==> config.mk <==
export PLATFORM = sky130hd
export DESIGN_NAME = pipe_ctrl_flat
export DESIGN_NICKNAME = d
export VERILOG_FILES = /design/src/rtl/pipe_ctrl_pkg.sv /design/src/rtl/pipe_ctrl_if.sv /design/src/rtl/pipe_ctrl_mc_seq.sv /design/src/rtl/pipe_ctrl.sv /design/src/flat_wrapper.sv
export SDC_FILE = /design/constraint.sdc
export NUM_CORES = 1
export LEC_CHECK = 0
export CAP_MARGIN = 20
export CORE_MARGIN = 2
export CORE_UTILIZATION = 41
export DETAILED_ROUTE_END_ITERATION = 10
export PLACE_DENSITY = 0.82
export SLEW_MARGIN = 20
export SYNTH_ARGS = -nofsm -noshare
export SYNTH_HDL_FRONTEND = slang
export SYNTH_SLANG_ARGS = --single-unit
==> constraint.sdc <==
create_clock -name clk -period 2.5 [get_ports clk]
set_input_delay 0.375 -clock clk [delete_from_list [all_inputs] [get_ports clk]]
set_output_delay 0.375 -clock clk [all_outputs]
set_load 0.01 [all_outputs]
==> src/rtl/pipe_ctrl_pkg.sv <==
// ---------------------------------------------------------------------------
// pipe_ctrl_pkg
// Shared constants for the MIPS32 pipeline stall/flush controller.
//   - reset level and zero word
//   - default widths for the multi-cycle counter and perf counter
//   - stall vector encodings (bit0 PC .. bit5 WB, 1 = hold)
//   - EX multi-cycle sequencer state encodings
//   - stall_select(): stall priority below the exception level
// ---------------------------------------------------------------------------
package pipe_ctrl_pkg;

  localparam logic        RST_ENABLE = 1'b1;
  localparam logic [31:0] ZERO_WORD  = 32'h0000_0000;

  localparam int CNT_W_DEFAULT  = 6;
  localparam int PERF_W_DEFAULT = 32;

  localparam logic [5:0] STALL_NONE = 6'b000000;
  localparam logic [5:0] STALL_ID   = 6'b000111;
  localparam logic [5:0] STALL_EX   = 6'b001111;
  localparam logic [5:0] STALL_MEM  = 6'b011111;

  localparam logic [1:0] MC_IDLE = 2'd0;
  localparam logic [1:0] MC_BUSY = 2'd1;
  localparam logic [1:0] MC_HOLD = 2'd2;

  // Deeper stages win: a MEM wait freezes everything upstream of it, so it
  // dominates an EX hold, which in turn dominates an ID load-use bubble.
  function automatic logic [5:0] stall_select(input logic mem_req,
                                              input logic ex_hold,
                                              input logic id_req);
    logic [5:0] sel;
    sel = STALL_NONE;
    if (mem_req)
      sel = STALL_MEM;
    else if (ex_hold)
      sel = STALL_EX;
    else if (id_req)
      sel = STALL_ID;
    return sel;
  endfunction

endpackage

==> src/rtl/pipe_ctrl_if.sv <==
// ---------------------------------------------------------------------------
// pipe_ctrl_if
// Bundle of hazard requests into, and stall/flush controls out of, the
// pipeline controller.
//   master : pipeline side; drives requests, observes controls
//   slave  : pipe_ctrl side; observes requests, drives controls
// Requests : stallreq_id, stallreq_mem, ex_mc_start, ex_mc_cycles,
//            exc_req, exc_pc
// Controls : stall[5:0], flush, new_pc, ex_mc_busy, ex_mc_done,
//            ex_mc_abort, perf_stall_cnt
// ---------------------------------------------------------------------------
interface pipe_ctrl_if #(
  parameter int CNT_W  = 6,
  parameter int PERF_W = 32
);

  logic              stallreq_id;
  logic              stallreq_mem;
  logic              ex_mc_start;
  logic [CNT_W-1:0]  ex_mc_cycles;
  logic              exc_req;
  logic [31:0]       exc_pc;

  logic [5:0]        stall;
  logic              flush;
  logic [31:0]       new_pc;
  logic              ex_mc_busy;
  logic              ex_mc_done;
  logic              ex_mc_abort;
  logic [PERF_W-1:0] perf_stall_cnt;

  modport master (
    output stallreq_id, stallreq_mem, ex_mc_start, ex_mc_cycles,
           exc_req, exc_pc,
    input  stall, flush, new_pc, ex_mc_busy, ex_mc_done, ex_mc_abort,
           perf_stall_cnt
  );

  modport slave (
    input  stallreq_id, stallreq_mem, ex_mc_start, ex_mc_cycles,
           exc_req, exc_pc,
    output stall, flush, new_pc, ex_mc_busy, ex_mc_done, ex_mc_abort,
           perf_stall_cnt
  );

endinterface

==> src/rtl/pipe_ctrl_mc_seq.sv <==
// ---------------------------------------------------------------------------
// pipe_ctrl_mc_seq
// EX multi-cycle sequencer: keeps ID/EX frozen for exactly the cycles an
// EX operation (MADD/MSUB, DIV) needs and flags when its result is valid.
// Ports:
//   clk, rst      clock, synchronous active-high reset
//   start         EX begins a multi-cycle op this cycle
//   cycles        total EX occupancy N of that op
//   exc_req       exception in MEM; kills an op in flight
//   stallreq_mem  MEM wait; delays consumption of a finished result
//   ex_hold       request to freeze PC..EX this cycle
//   done          multi-cycle result valid this cycle
//   abort         op in flight killed by the exception this cycle
//   busy          sequencer not idle
// ---------------------------------------------------------------------------
module pipe_ctrl_mc_seq
  import pipe_ctrl_pkg::*;
#(
  parameter int CNT_W = CNT_W_DEFAULT
) (
  input  logic             clk,
  input  logic             rst,
  input  logic             start,
  input  logic [CNT_W-1:0] cycles,
  input  logic             exc_req,
  input  logic             stallreq_mem,
  output logic             ex_hold,
  output logic             done,
  output logic             abort,
  output logic             busy
);

  logic [1:0]       state;
  logic [1:0]       state_next;
  logic [CNT_W-1:0] cnt;
  logic [CNT_W-1:0] cnt_next;

  // The start cycle itself is the first EX cycle and the cnt==0 cycle is the
  // last, so loading N-2 yields N-1 held cycles followed by one done cycle.
  // In HOLD the result is already computed; EX is only kept frozen while MEM
  // still waits, so on the exit cycle the pipeline advances and consumes it.
  always_comb begin
    state_next = state;
    cnt_next   = cnt;
    ex_hold    = 1'b0;
    done       = 1'b0;
    abort      = 1'b0;
    case (state)
      MC_IDLE: begin
        if (!exc_req && start) begin
          if (cycles <= CNT_W'(1)) begin
            done = 1'b1;
          end else begin
            ex_hold    = 1'b1;
            cnt_next   = cycles - CNT_W'(2);
            state_next = MC_BUSY;
          end
        end
      end
      MC_BUSY: begin
        if (exc_req) begin
          abort      = 1'b1;
          cnt_next   = '0;
          state_next = MC_IDLE;
        end else if (cnt != '0) begin
          ex_hold  = 1'b1;
          cnt_next = cnt - CNT_W'(1);
        end else begin
          done       = 1'b1;
          state_next = stallreq_mem ? MC_HOLD : MC_IDLE;
        end
      end
      MC_HOLD: begin
        if (exc_req) begin
          abort      = 1'b1;
          cnt_next   = '0;
          state_next = MC_IDLE;
        end else begin
          done    = 1'b1;
          ex_hold = stallreq_mem;
          if (!stallreq_mem)
            state_next = MC_IDLE;
        end
      end
      default: begin
        cnt_next   = '0;
        state_next = MC_IDLE;
      end
    endcase
  end

  // State and counter registers; reset takes priority over any start.
  always_ff @(posedge clk) begin
    if (rst == RST_ENABLE) begin
      state <= MC_IDLE;
      cnt   <= '0;
    end else begin
      state <= state_next;
      cnt   <= cnt_next;
    end
  end

  assign busy = (state != MC_IDLE);

endmodule

==> src/rtl/pipe_ctrl.sv <==
// ---------------------------------------------------------------------------
// pipe_ctrl
// Central stall/flush controller for the 5-stage MIPS32 pipeline.
// Ports:
//   clk   clock
//   rst   synchronous active-high reset
//   bus   pipe_ctrl_if.slave
//         in : stallreq_id, stallreq_mem, ex_mc_start, ex_mc_cycles,
//              exc_req, exc_pc
//         out: stall (bit0 PC .. bit5 WB), flush, new_pc, ex_mc_busy,
//              ex_mc_done, ex_mc_abort, perf_stall_cnt
// Priority: exception flush > MEM wait > EX hold > ID load-use.
// ---------------------------------------------------------------------------
module pipe_ctrl
  import pipe_ctrl_pkg::*;
#(
  parameter int CNT_W  = CNT_W_DEFAULT,
  parameter int PERF_W = PERF_W_DEFAULT
) (
  input  logic        clk,
  input  logic        rst,
  pipe_ctrl_if.slave  bus
);

  logic              ex_hold;
  logic              mc_done;
  logic              mc_abort;
  logic              mc_busy;
  logic [5:0]        stall;
  logic [PERF_W-1:0] perf_cnt;

  pipe_ctrl_mc_seq #(
    .CNT_W (CNT_W)
  ) u_mc_seq (
    .clk          (clk),
    .rst          (rst),
    .start        (bus.ex_mc_start),
    .cycles       (bus.ex_mc_cycles),
    .exc_req      (bus.exc_req),
    .stallreq_mem (bus.stallreq_mem),
    .ex_hold      (ex_hold),
    .done         (mc_done),
    .abort        (mc_abort),
    .busy         (mc_busy)
  );

  // An exception flushes every stage instead of stalling, so the pipeline
  // must be free to load the handler address in the same cycle.
  always_comb begin
    stall = STALL_NONE;
    if (!bus.exc_req)
      stall = stall_select(bus.stallreq_mem, ex_hold, bus.stallreq_id);
  end

  // Counts every cycle in which any stage is held.
  always_ff @(posedge clk) begin
    if (rst == RST_ENABLE)
      perf_cnt <= '0;
    else if (stall != STALL_NONE)
      perf_cnt <= perf_cnt + PERF_W'(1);
  end

  assign bus.stall          = stall;
  assign bus.flush          = bus.exc_req;
  assign bus.new_pc         = bus.exc_req ? bus.exc_pc : ZERO_WORD;
  assign bus.ex_mc_busy     = mc_busy;
  assign bus.ex_mc_done     = mc_done;
  assign bus.ex_mc_abort    = mc_abort;
  assign bus.perf_stall_cnt = perf_cnt;

endmodule
==> src/flat_wrapper.sv <==
// flat-port wrapper written by rule: the top's interface ports become plain ports
module pipe_ctrl_flat import pipe_ctrl_pkg::*;
#(
  parameter int CNT_W  = CNT_W_DEFAULT,
  parameter int PERF_W = PERF_W_DEFAULT
)
  (clk, rst, bus_stallreq_id, bus_stallreq_mem, bus_ex_mc_start, bus_ex_mc_cycles, bus_exc_req, bus_exc_pc, bus_stall, bus_flush, bus_new_pc, bus_ex_mc_busy, bus_ex_mc_done, bus_ex_mc_abort, bus_perf_stall_cnt);
  pipe_ctrl_if #(.CNT_W(CNT_W), .PERF_W(PERF_W)) bus_i ();
  input  logic clk;
  input  logic rst;
  input wire logic [$bits(bus_i.stallreq_id)-1:0] bus_stallreq_id;
  input wire logic [$bits(bus_i.stallreq_mem)-1:0] bus_stallreq_mem;
  input wire logic [$bits(bus_i.ex_mc_start)-1:0] bus_ex_mc_start;
  input wire logic [$bits(bus_i.ex_mc_cycles)-1:0] bus_ex_mc_cycles;
  input wire logic [$bits(bus_i.exc_req)-1:0] bus_exc_req;
  input wire logic [$bits(bus_i.exc_pc)-1:0] bus_exc_pc;
  output wire logic [$bits(bus_i.stall)-1:0] bus_stall;
  output wire logic [$bits(bus_i.flush)-1:0] bus_flush;
  output wire logic [$bits(bus_i.new_pc)-1:0] bus_new_pc;
  output wire logic [$bits(bus_i.ex_mc_busy)-1:0] bus_ex_mc_busy;
  output wire logic [$bits(bus_i.ex_mc_done)-1:0] bus_ex_mc_done;
  output wire logic [$bits(bus_i.ex_mc_abort)-1:0] bus_ex_mc_abort;
  output wire logic [$bits(bus_i.perf_stall_cnt)-1:0] bus_perf_stall_cnt;
  assign bus_i.stallreq_id = bus_stallreq_id;
  assign bus_i.stallreq_mem = bus_stallreq_mem;
  assign bus_i.ex_mc_start = bus_ex_mc_start;
  assign bus_i.ex_mc_cycles = bus_ex_mc_cycles;
  assign bus_i.exc_req = bus_exc_req;
  assign bus_i.exc_pc = bus_exc_pc;
  assign bus_stall = bus_i.stall;
  assign bus_flush = bus_i.flush;
  assign bus_new_pc = bus_i.new_pc;
  assign bus_ex_mc_busy = bus_i.ex_mc_busy;
  assign bus_ex_mc_done = bus_i.ex_mc_done;
  assign bus_ex_mc_abort = bus_i.ex_mc_abort;
  assign bus_perf_stall_cnt = bus_i.perf_stall_cnt;
  pipe_ctrl #(.CNT_W(CNT_W), .PERF_W(PERF_W)) u_core (.clk(clk), .rst(rst), .bus(bus_i));
endmodule
* Yosys cells after proc, flatten, opt, wreduce, memory -nomap -nowiden
Index checks and enable logic that the tools add are counted.
Operators by class: magnitude comparators 1, reductions and logical operators 9, mux-type cells 33, equality and inequality tests 8, $add $sub $neg 3
Operators with widths (number):
- 2-to-1 mux 6 bit | 8
- adder 32 x 1 -> 32 bit (second input constant) | 1
- 2-to-1 mux 32 bit | 1
- case mux 6 bit (3 select lines) | 1
- 2-to-1 mux 2 bit | 7
- 2-to-1 mux 1 bit | 12
- nonzero test 6 bit | 2
- inequality test 3 bit (second input constant) | 3
- AND reduction 4 bit | 2
- less-or-equal comparator 6 x 1 -> 1 bit (second input constant) | 1
- inequality test 2 bit (second input constant) | 3
- case mux 1 bit (3 select lines) | 2
- case mux 2 bit (3 select lines) | 1
- subtractor 6 x 1 -> 6 bit (second input constant) | 1
- subtractor 6 x 2 -> 6 bit (second input constant) | 1
- 2-to-1 mux 3 bit | 1
- equality test 2 x 1 -> 1 bit (second input constant) | 1
- equality test 2 bit (second input constant) | 1
- logical NOT 2 bit | 1
- nonzero test 2 bit | 1
- OR reduction 2 bit | 1
- logical AND 1 bit | 1
- logical NOT 1 bit | 1
Word-level totals: logic and storage cells 57, register bits after elaboration 40, input port bits 44

* Longest topological paths before layout
Gate-level depths: netlist of run 1.
depth in word-level cells 8, mapped depth 9

* Cells and area by module
Synthesis of run 1 repeated with hierarchy kept, for this count alone.
Second synthesis, totals: cell total of the unflattened synthesis 322, area total of the unflattened synthesis 2598.7 sq um
Modules (own cells, without submodules):
- pipe_ctrl | cells each 236, instances 1, area each 1863.0 sq um
- pipe_ctrl_mc_seq | cells each 86, instances 1, area each 735.7 sq um

* Worst setup path before layout of run 1
No wires, ideal clock.
kind register -> register, start point register u_core.u_mc_seq.cnt[0], end point register u_core.perf_cnt[29], in the netlist u_core.bus.perf_stall_cnt[29], slack 207 ps, required time 2429 ps, library setup time 71 ps, stages on the path, launching flop included 9, data arrival time 2222 ps, cell sequence dfxtp_1 -> inv_1 -> ha_1 -> nor3b_1 -> a311o_1 -> a311o_1 -> buf_2 -> or4_1 -> a21oi_1
Between the ends: word-level cells in the longest chain between the ends 8
RTL lines:
- from (decl) | line pipe_ctrl_mc_seq.sv:35 | logic [CNT_W-1:0] cnt;
- from (signal assigned) | line pipe_ctrl_mc_seq.sv:99 | cnt <= cnt_next;
- nonzero test 6 bit | line pipe_ctrl_mc_seq.sv:65 | end else if (cnt != '0) begin
- 2-to-1 mux 1 bit | line pipe_ctrl_mc_seq.sv:65
- 2-to-1 mux 1 bit | line pipe_ctrl_mc_seq.sv:61 | if (exc_req) begin
- case mux 1 bit (3 select lines) | line pipe_ctrl_mc_seq.sv:48 | case (state)
- 2-to-1 mux 6 bit | line pipe_ctrl_pkg.sv:36 | else if (ex_hold)
- 2-to-1 mux 6 bit | line pipe_ctrl_pkg.sv:34 | if (mem_req)
- 2-to-1 mux 6 bit | line pipe_ctrl.sv:51 | if (!bus.exc_req)
- nonzero test 6 bit | line pipe_ctrl.sv:59 | else if (stall != STALL_NONE)
- to (signal assigned) | line pipe_ctrl.sv:60 | perf_cnt <= perf_cnt + PERF_W'(1);
- to (decl) | line pipe_ctrl.sv:30 | logic [PERF_W-1:0] perf_cnt;
No other way between the ends. A chain may end at the register's enable or synchronous reset.

* Worst setup path after layout of run 1
start point input port bus_stallreq_mem, end point register u_core.perf_cnt[19], in the netlist u_core.bus.perf_stall_cnt[19]
Between the ends: word-level cells in the longest chain between the ends 6
RTL lines:
- from (decl) | line flat_wrapper.sv:12 | input wire logic [$bits(bus_i.stallreq_mem)-1:0] bus_stallreq_mem;
- 2-to-1 mux 1 bit | line pipe_ctrl_mc_seq.sv:74 | if (exc_req) begin
- case mux 1 bit (3 select lines) | line pipe_ctrl_mc_seq.sv:48
- 2-to-1 mux 6 bit | line pipe_ctrl_pkg.sv:36
- 2-to-1 mux 6 bit * | line pipe_ctrl_pkg.sv:34
- 2-to-1 mux 6 bit * | line pipe_ctrl.sv:51
- nonzero test 6 bit * | line pipe_ctrl.sv:59
Mark *: on every way between the ends. The rest lies on a longest branch, timed or not.

==> results.py, run 1 <==
metrics = {
    "run_status": {
        "status": "finished clean",
    },
    "synth": {
        "yosys.area.top_type": "dfxtp_1",
        "ys_ff_latch": 40,
        "synth_warnings": 0,
        "synth.area.top_cells": "dfxtp_1, and2_1, a21oi_1",
        "yosysMostFrequentCell": "a21oi_1",
        "synthTopCellsByCount": "a21oi_1, dfxtp_1, and2_1, o21ai_0, or3_1",
        "synth_ff_type": "dfxtp_1",
        "synth.distinct_cells": 45,
        "syn-cell-area_um2": 2430,
        "synth_edf_count": 0,
        "syn_inst": 320,
        "seq_area_frac_synth_pct": 32.9,
        "syn-num-nets": 372,
        "synth_top_area_share_pct": 32.9,
        "async_flop_share_pct": 0,
        "synth_area_per_cell_um2": 7.60,
    },
    "critical_path": {
        "worstSetupStartpointType": "input port",
        "worstPathMaxFanout": 15,
        "crit_slowest_cell": "clkdlybuf4s50_1",
        "worstReg2RegEnd": "u_core.bus.perf_stall_cnt[19]$_SDFFE_PP0P_",
        "cp.required_ps": 2740,
        "cp_slowest_stage_delay_ps": 550,
        "worstReg2RegStart": "u_core.u_mc_seq.cnt[0]$_SDFFE_PP0P_",
        "arrival_ps": 2690,
        "ff2ff_path_depth": 8,
        "crit_chain": "clkdlybuf4s50_1, nand2_1, a311o_1, a311o_2, buf_12, or4_1, a21oi_2",
        "worst-setup-path-type": "input port to flip-flop",
        "crit_path_end_kind": "flip-flop",
        "r2r_slack_ps": 50,
    },
    "clock_tree": {
        "numCtsBuffers": 5,
        "cts_tree": "built",
        "clkSinkCount": 40,
        "clockBufferDepth": 2,
        "htreeDepth": 2,
        "ctsRootBufferMaster": "clkbuf_8",
        "clk_pin_slew_ps": 90,
        "clk_latency_ps": 300,
    },
    "grt": {
        "busiest_layer": "met2",
        "overflow": 0,
        "globalRouteMet1Util_pct": 24.7,
        "antenna_found_initial": 0,
        "grtUsageMet3_pct": 7.56,
        "grt_pass1_vias": 2628,
        "grtUsageTotal_pct": 23.6,
        "grt_max_degree": 30,
        "grt_pass1_wl_um": 12100,
        "use_met2_pct": 43.8,
    },
    "route": {
        "firstDrtPassIters": 4,
        "post_drt_wl_per_cell_um": 15.6,
        "wl_um": 8280,
        "post_drt_via_cell_ratio": 5.44,
        "post-route-drc-count": 0,
        "vias": 2878,
        "antenna_left": 0,
        "drt-initial-drc-count": 123,
    },
    "die": {
        "design.die.area_um2": 6560,
        "ioPinCount": 118,
        "row_count": 28,
        "die_x_um": 81.0,
        "coreArea_um2": 5820,
        "die_h_um": 81.0,
        "initial_core_util_pct": 41.8,
    },
    "job": {
        "maxCapViolCount": 0,
    },
    "final_layout": {
        "layout-drive-gt1-share_pct": 12.1,
        "num-nets-final": 505,
        "area_growth_pct": 65.0,
        "multi_input_area_um2": 1550,
        "n_fill_cell": 489,
        "insertedDiodeCount": 0,
        "regArea_um2": 802,
    },
    "worst_hold_path": {
        "hold_path_startpoint": "u_core.u_mc_seq.cnt[3]$_SDFFE_PP0P_",
        "worstHoldPathCells": 2,
        "min_to": "u_core.u_mc_seq.cnt[3]$_SDFFE_PP0P_",
        "holdCritPathClass": "flip-flop to flip-flop",
    },
    "timing": {
        "layout_setup_ws_ps": 48.3,
        "final_max_slew_viol_count": 0,
        "period_share_pct": 98.1,
        "setup_viol": 0,
        "hold_viol_final": 0,
        "period_needed_ps": 2450,
        "final.setup_skew_ps": 9.59,
        "fmax_mhz": 408,
    },
    "power_and_ir_drop": {
        "total_power_mw": 1.59,
        "cellPowerDensity_nw_per_um2": 396,
        "vdd_drop_max_uv": 404,
        "leakage_nw": 1.38,
    },
    "placement": {
        "post-place-ws_ps": -304,
        "portBuffers": 116,
        "post-dp-hpwl_um": 6230,
        "globalplace.congestion": 0.892,
    },
}
registers in the layout, summed over array words and instances (netlist names):
register	flops
u_core.u_mc_seq.cnt	6
u_core.bus.perf_stall_cnt	32
u_core.u_mc_seq.state	2
cells in the final DEF, fill, tap and decap left out, types with 2 or more instances in the layout:
master | synthesis | layout
clkdlybuf4s50_1 | 0 | 110
a21oi_1 | 42 | 39
dfxtp_1 | 40 | 39
and2_1 | 34 | 34
o21ai_0 | 29 | 28
buf_4 | 4 | 24
or3_1 | 21 | 21
nand2_1 | 20 | 20
nor2_1 | 17 | 17
inv_1 | 16 | 15
nand3_1 | 10 | 10
o31ai_1 | 10 | 10
nand4_1 | 8 | 8
or4_1 | 9 | 7
ha_1 | 8 | 7
clkbuf_8 | 0 | 5
xnor2_1 | 4 | 4
nor2b_1 | 3 | 3
a21oi_2 | 0 | 3
nor3_1 | 3 | 3
dlygate4sd2_1 | 0 | 3
nor3b_1 | 2 | 2
or4_4 | 0 | 2
a311o_1 | 3 | 2
or2_2 | 2 | 2
clkbuf_2 | 1 | 2
buf_12 | 0 | 2
metal layers:
| metal | share of wire [%] | vias to the layer above |
|---|---|---|
| li1 | - | 1409 |
| met1 | 37 | 1332 |
| met2 | 51 | 126 |
| met3 | 9.6 | 11 |
| met4 | 2.1 | 0 |
| met5 | 0 | - |
cell families (layout without fill, tap and decap cells):
family	after synthesis	count (layout)	synth area share (%)
adders and majority gates	8	8	4.12
other	1	1	0.154
AOI/OAI and AO/OA	96	96	23.1
buffers and inverters	33	167	5.92
muxes	1	1	0.412
and+or+nand+nor	137	137	32.0
xor gates and xnor gates	4	4	1.44
DFF	40	40	32.9
per-stage QoR:
step | hold WS, ps | util [%] | std cells | TNS (ps) | cell area (µm²)
after global routing | 532 | 69.0 | 529 | -0.731 | 4010
after floorplan | 458 | - | 320 | 0 | 2430
after global placement | 481 | 65.5 | 518 | -2460 | 3810
after detailed placement | 484 | 65.5 | 518 | -3690 | 3810
after CTS | 497 | 67.8 | 526 | 0 | 3950
final | 498 | 69.0 | 529 | 0 | 4010
how the worst max path moves through the flow:
stage	endpoint	slack [ps]	from
2_1_floorplan	u_core.bus.perf_stall_cnt[29]$_SDFFE_PP0P_	210	u_core.u_mc_seq.cnt[0]$_SDFFE_PP0P_
6_report	u_core.bus.perf_stall_cnt[19]$_SDFFE_PP0P_	50	bus_stallreq_mem
5_1_grt	bus_new_pc[15]	-0.7	bus_exc_req
3_5_place_dp	bus_stall[3]	-300	bus_ex_mc_cycles[2]
3_3_place_gp	bus_stall[3]	-280	bus_ex_mc_cycles[2]
4_1_cts	bus_stall[3]	3	bus_ex_mc_cycles[2]
layout make-up:
class	instances	share of cell area, %
Multi-Input combinational cell	247	38.5
Inverter	16	1.50
Sequential cell	40	20.0
Clock buffer	5	1.72
Timing Repair Buffer	143	34.8
Clock inverter	3	1.15
Tap cell	75	2.34
critical path: cells and delay by family:
| family | cells | cell delay (ps) |
|---|---|---|
| compound gates | 3 | 1000 |
| simple gates | 2 | 600 |
| buf+inv | 2 | 710 |
report_power, final:
group | switching [mW] | total (mW) | internal [mW]
Clock | 0.240 | 0.541 | 0.301
Combinational | 0.168 | 0.381 | 0.214
Sequential | 0.0135 | 0.666 | 0.652
Total | 0.421 | 1.59 | 1.17
timing repair:
action | in CTS | in global routing
hold buffers | 0 | 0
endpoints found under the setup margin | 9 | 12
gates resized for setup | 11 | 14
setup buffers | 0 | 2
pin swaps | 2 | 7
cloned | 0 | 1
Power figures use the tool's default switching activity.
==> inputs of run 2 (changes only) <==
--- a/config.mk
+++ b/config.mk
@@ -10,6 +10,7 @@
 export CORE_UTILIZATION = 41
 export DETAILED_ROUTE_END_ITERATION = 10
 export PLACE_DENSITY = 0.82
+export REMOVE_ABC_BUFFERS = 1
 export SLEW_MARGIN = 20
 export SYNTH_ARGS = -nofsm -noshare
 export SYNTH_HDL_FRONTEND = slang
==> run 2 against run 1 <==
Flip-flop and latch count unchanged. Combinational power down 2%. Clock-buffer cell count unchanged. Final cell count down 1.9%. Via count down 3.6%. Global-route usage down 1.2 points. Worst hold slack worse by 9.0 ps. Core utilization down 1.7 points.
==> results.py, run 2 (synthesis results as in run 1) <==
metrics = {
    "run_status": {
        "status": "finished clean",
    },
    "grt": {
        "grtUsageTotal_pct": 22.4,
        "overflow": 0,
        "grt_max_degree": 43,
        "grt_pass1_vias": 2608,
        "antenna_found_initial": 0,
        "grt_pass1_wl_um": 11800,
    },
    "timing": {
        "layout_setup_ws_ps": 32.8,
        "rsz0062_at_grt": "yes",
        "period_needed_ps": 2470,
        "setup_viol": 0,
        "hold_viol_final": 0,
        "period_share_pct": 98.7,
        "fmax_mhz": 405,
        "final.setup_skew_ps": 4.33,
        "final_max_slew_viol_count": 0,
        "fin_hold_ws_ps": 489,
    },
    "power_and_ir_drop": {
        "vdd_drop_max_uv": 351,
        "leakage_nw": 1.32,
        "total_power_mw": 1.41,
        "cellPowerDensity_nw_per_um2": 361,
    },
    "final_layout": {
        "num-nets-final": 498,
        "n_fill_cell": 483,
        "final_cell_mix": "clkdlybuf4s50_1, a21oi_1, dfxtp_1, and2_1, o21ai_0",
        "insertedDiodeCount": 0,
        "layout-drive-gt1-share_pct": 9.23,
        "design_area_um2": 3910,
        "final_common_cell": "clkdlybuf4s50_1",
        "fin_util_pct": 67.2,
        "area_growth_pct": 60.8,
        "largest_reg_flops": 32,
    },
    "critical_path": {
        "crit_slowest_cell": "or4_4",
        "crit_path_end_kind": "output port",
        "cp.required_ps": 2120,
        "worstReg2RegStart": "u_core.u_mc_seq.state[0]$_SDFFE_PP0P_",
        "worstPathMaxFanout": 5,
        "ff2ff_path_depth": 8,
        "worstSetupStartpointType": "input port",
        "worst-setup-path-type": "input port to output port",
        "crit_chain": "clkdlybuf4s50_1, or4_4, o2111ai_4, a31oi_4, dlygate4sd2_1",
        "cp-endpoint": "bus_stall[2]",
        "r2r_slack_ps": 100,
        "cp_slowest_stage_delay_ps": 600,
        "worstReg2RegEnd": "u_core.bus.perf_stall_cnt[27]$_SDFFE_PP0P_",
        "arrival_ps": 2090,
        "startpoint": "bus_ex_mc_cycles[3]",
    },
    "route": {
        "firstDrtPassIters": 4,
        "wl_um": 7510,
        "post-route-drc-count": 0,
        "post_drt_wl_per_cell_um": 14.5,
        "vias": 2774,
        "post_drt_via_cell_ratio": 5.34,
        "drt-initial-drc-count": 88,
        "antenna_left": 0,
    },
    "clock_tree": {
        "htreeDepth": 2,
        "clk_latency_ps": 280,
        "cts_tree": "built",
        "cts_setup_buffers": 0,
        "clockBufferDepth": 2,
        "numCtsBuffers": 5,
        "clkSinkCount": 40,
        "clk_pin_slew_ps": 60,
        "ctsRootBufferMaster": "clkbuf_8",
    },
    "placement": {
        "globalplace.congestion": 0.840,
        "post-place-ws_ps": -317,
        "post-dp-hpwl_um": 5840,
        "place_area_um2": 3790,
        "portBuffers": 116,
    },
    "worst_hold_path": {
        "holdCritPathClass": "flip-flop to flip-flop",
    },
    "die": {
        "initial_core_util_pct": 41.8,
        "coreArea_um2": 5820,
        "row_count": 28,
        "ioPinCount": 118,
        "design.die.area_um2": 6560,
        "die_x_um": 81.0,
        "die_h_um": 81.0,
    },
    "job": {
        "maxCapViolCount": 0,
    },
}
==> run 2: what timing repair did <==
action                     4_1_cts  5_1_grt
hold buffers                     0        0
pin swaps                        2        6
gates cloned                     0        0
resized for setup               12        9
setup endpoints to repair        8       18
==> run 2: how the worst min path moves through the flow <==
stage,start,end,cells past startpoint
after floorplan,rst,u_core.bus.perf_stall_cnt[10]$_SDFFE_PP0P_,1
after global placement,u_core.bus.perf_stall_cnt[28]$_SDFFE_PP0P_,u_core.bus.perf_stall_cnt[28]$_SDFFE_PP0P_,2
after detailed placement,u_core.u_mc_seq.cnt[3]$_SDFFE_PP0P_,u_core.u_mc_seq.cnt[3]$_SDFFE_PP0P_,2
after CTS,u_core.u_mc_seq.cnt[3]$_SDFFE_PP0P_,u_core.u_mc_seq.cnt[3]$_SDFFE_PP0P_,2
after global routing,u_core.bus.perf_stall_cnt[29]$_SDFFE_PP0P_,u_core.bus.perf_stall_cnt[29]$_SDFFE_PP0P_,2
final,u_core.u_mc_seq.cnt[3]$_SDFFE_PP0P_,u_core.u_mc_seq.cnt[3]$_SDFFE_PP0P_,2
==> run 2: area by class of cell <==
| cell class | instances | area (µm²) | area share (%) |
|---|---|---|---|
| multi-input cells | 247 | 1540 | 39.4 |
| repair buffers | 136 | 1350 | 34.4 |
| clock buffers | 5 | 68.8 | 1.76 |
| inverters | 16 | 60.1 | 1.54 |
| well taps | 75 | 93.8 | 2.40 |
| flip-flops and latches | 40 | 802 | 20.5 |
==> run 2: where the power goes <==
group	switching (mW)	internal, mW	leakage (nW)	total (mW)
sequential	0.0129	0.653	0.324	0.666
clock	0.193	0.180	0.0359	0.372
combinational	0.161	0.212	0.959	0.373
total	0.367	1.04	1.32	1.41
==> run 2: metrics by stage <==
step / instances / TNS, ps
after floorplan: 303 / 0
after global placement: 514 / -3580
after detailed placement: 514 / -3780
after CTS: 519 / 0
after global routing: 519 / -24.1
final: 519 / 0
==> run 2: worst max-delay path: cells and delay by family <==
family | cells | cell delay (ps)
compound gates | 2 | 380
buf+inv | 2 | 740
simple gates | 1 | 600
==> run 2: layer usage <==
metal	global-route usage (%)	share of wire, %
met1	24.2	38
met2	42.7	51
met3	6.67	10
met4	4.92	0.68
met5	0	0
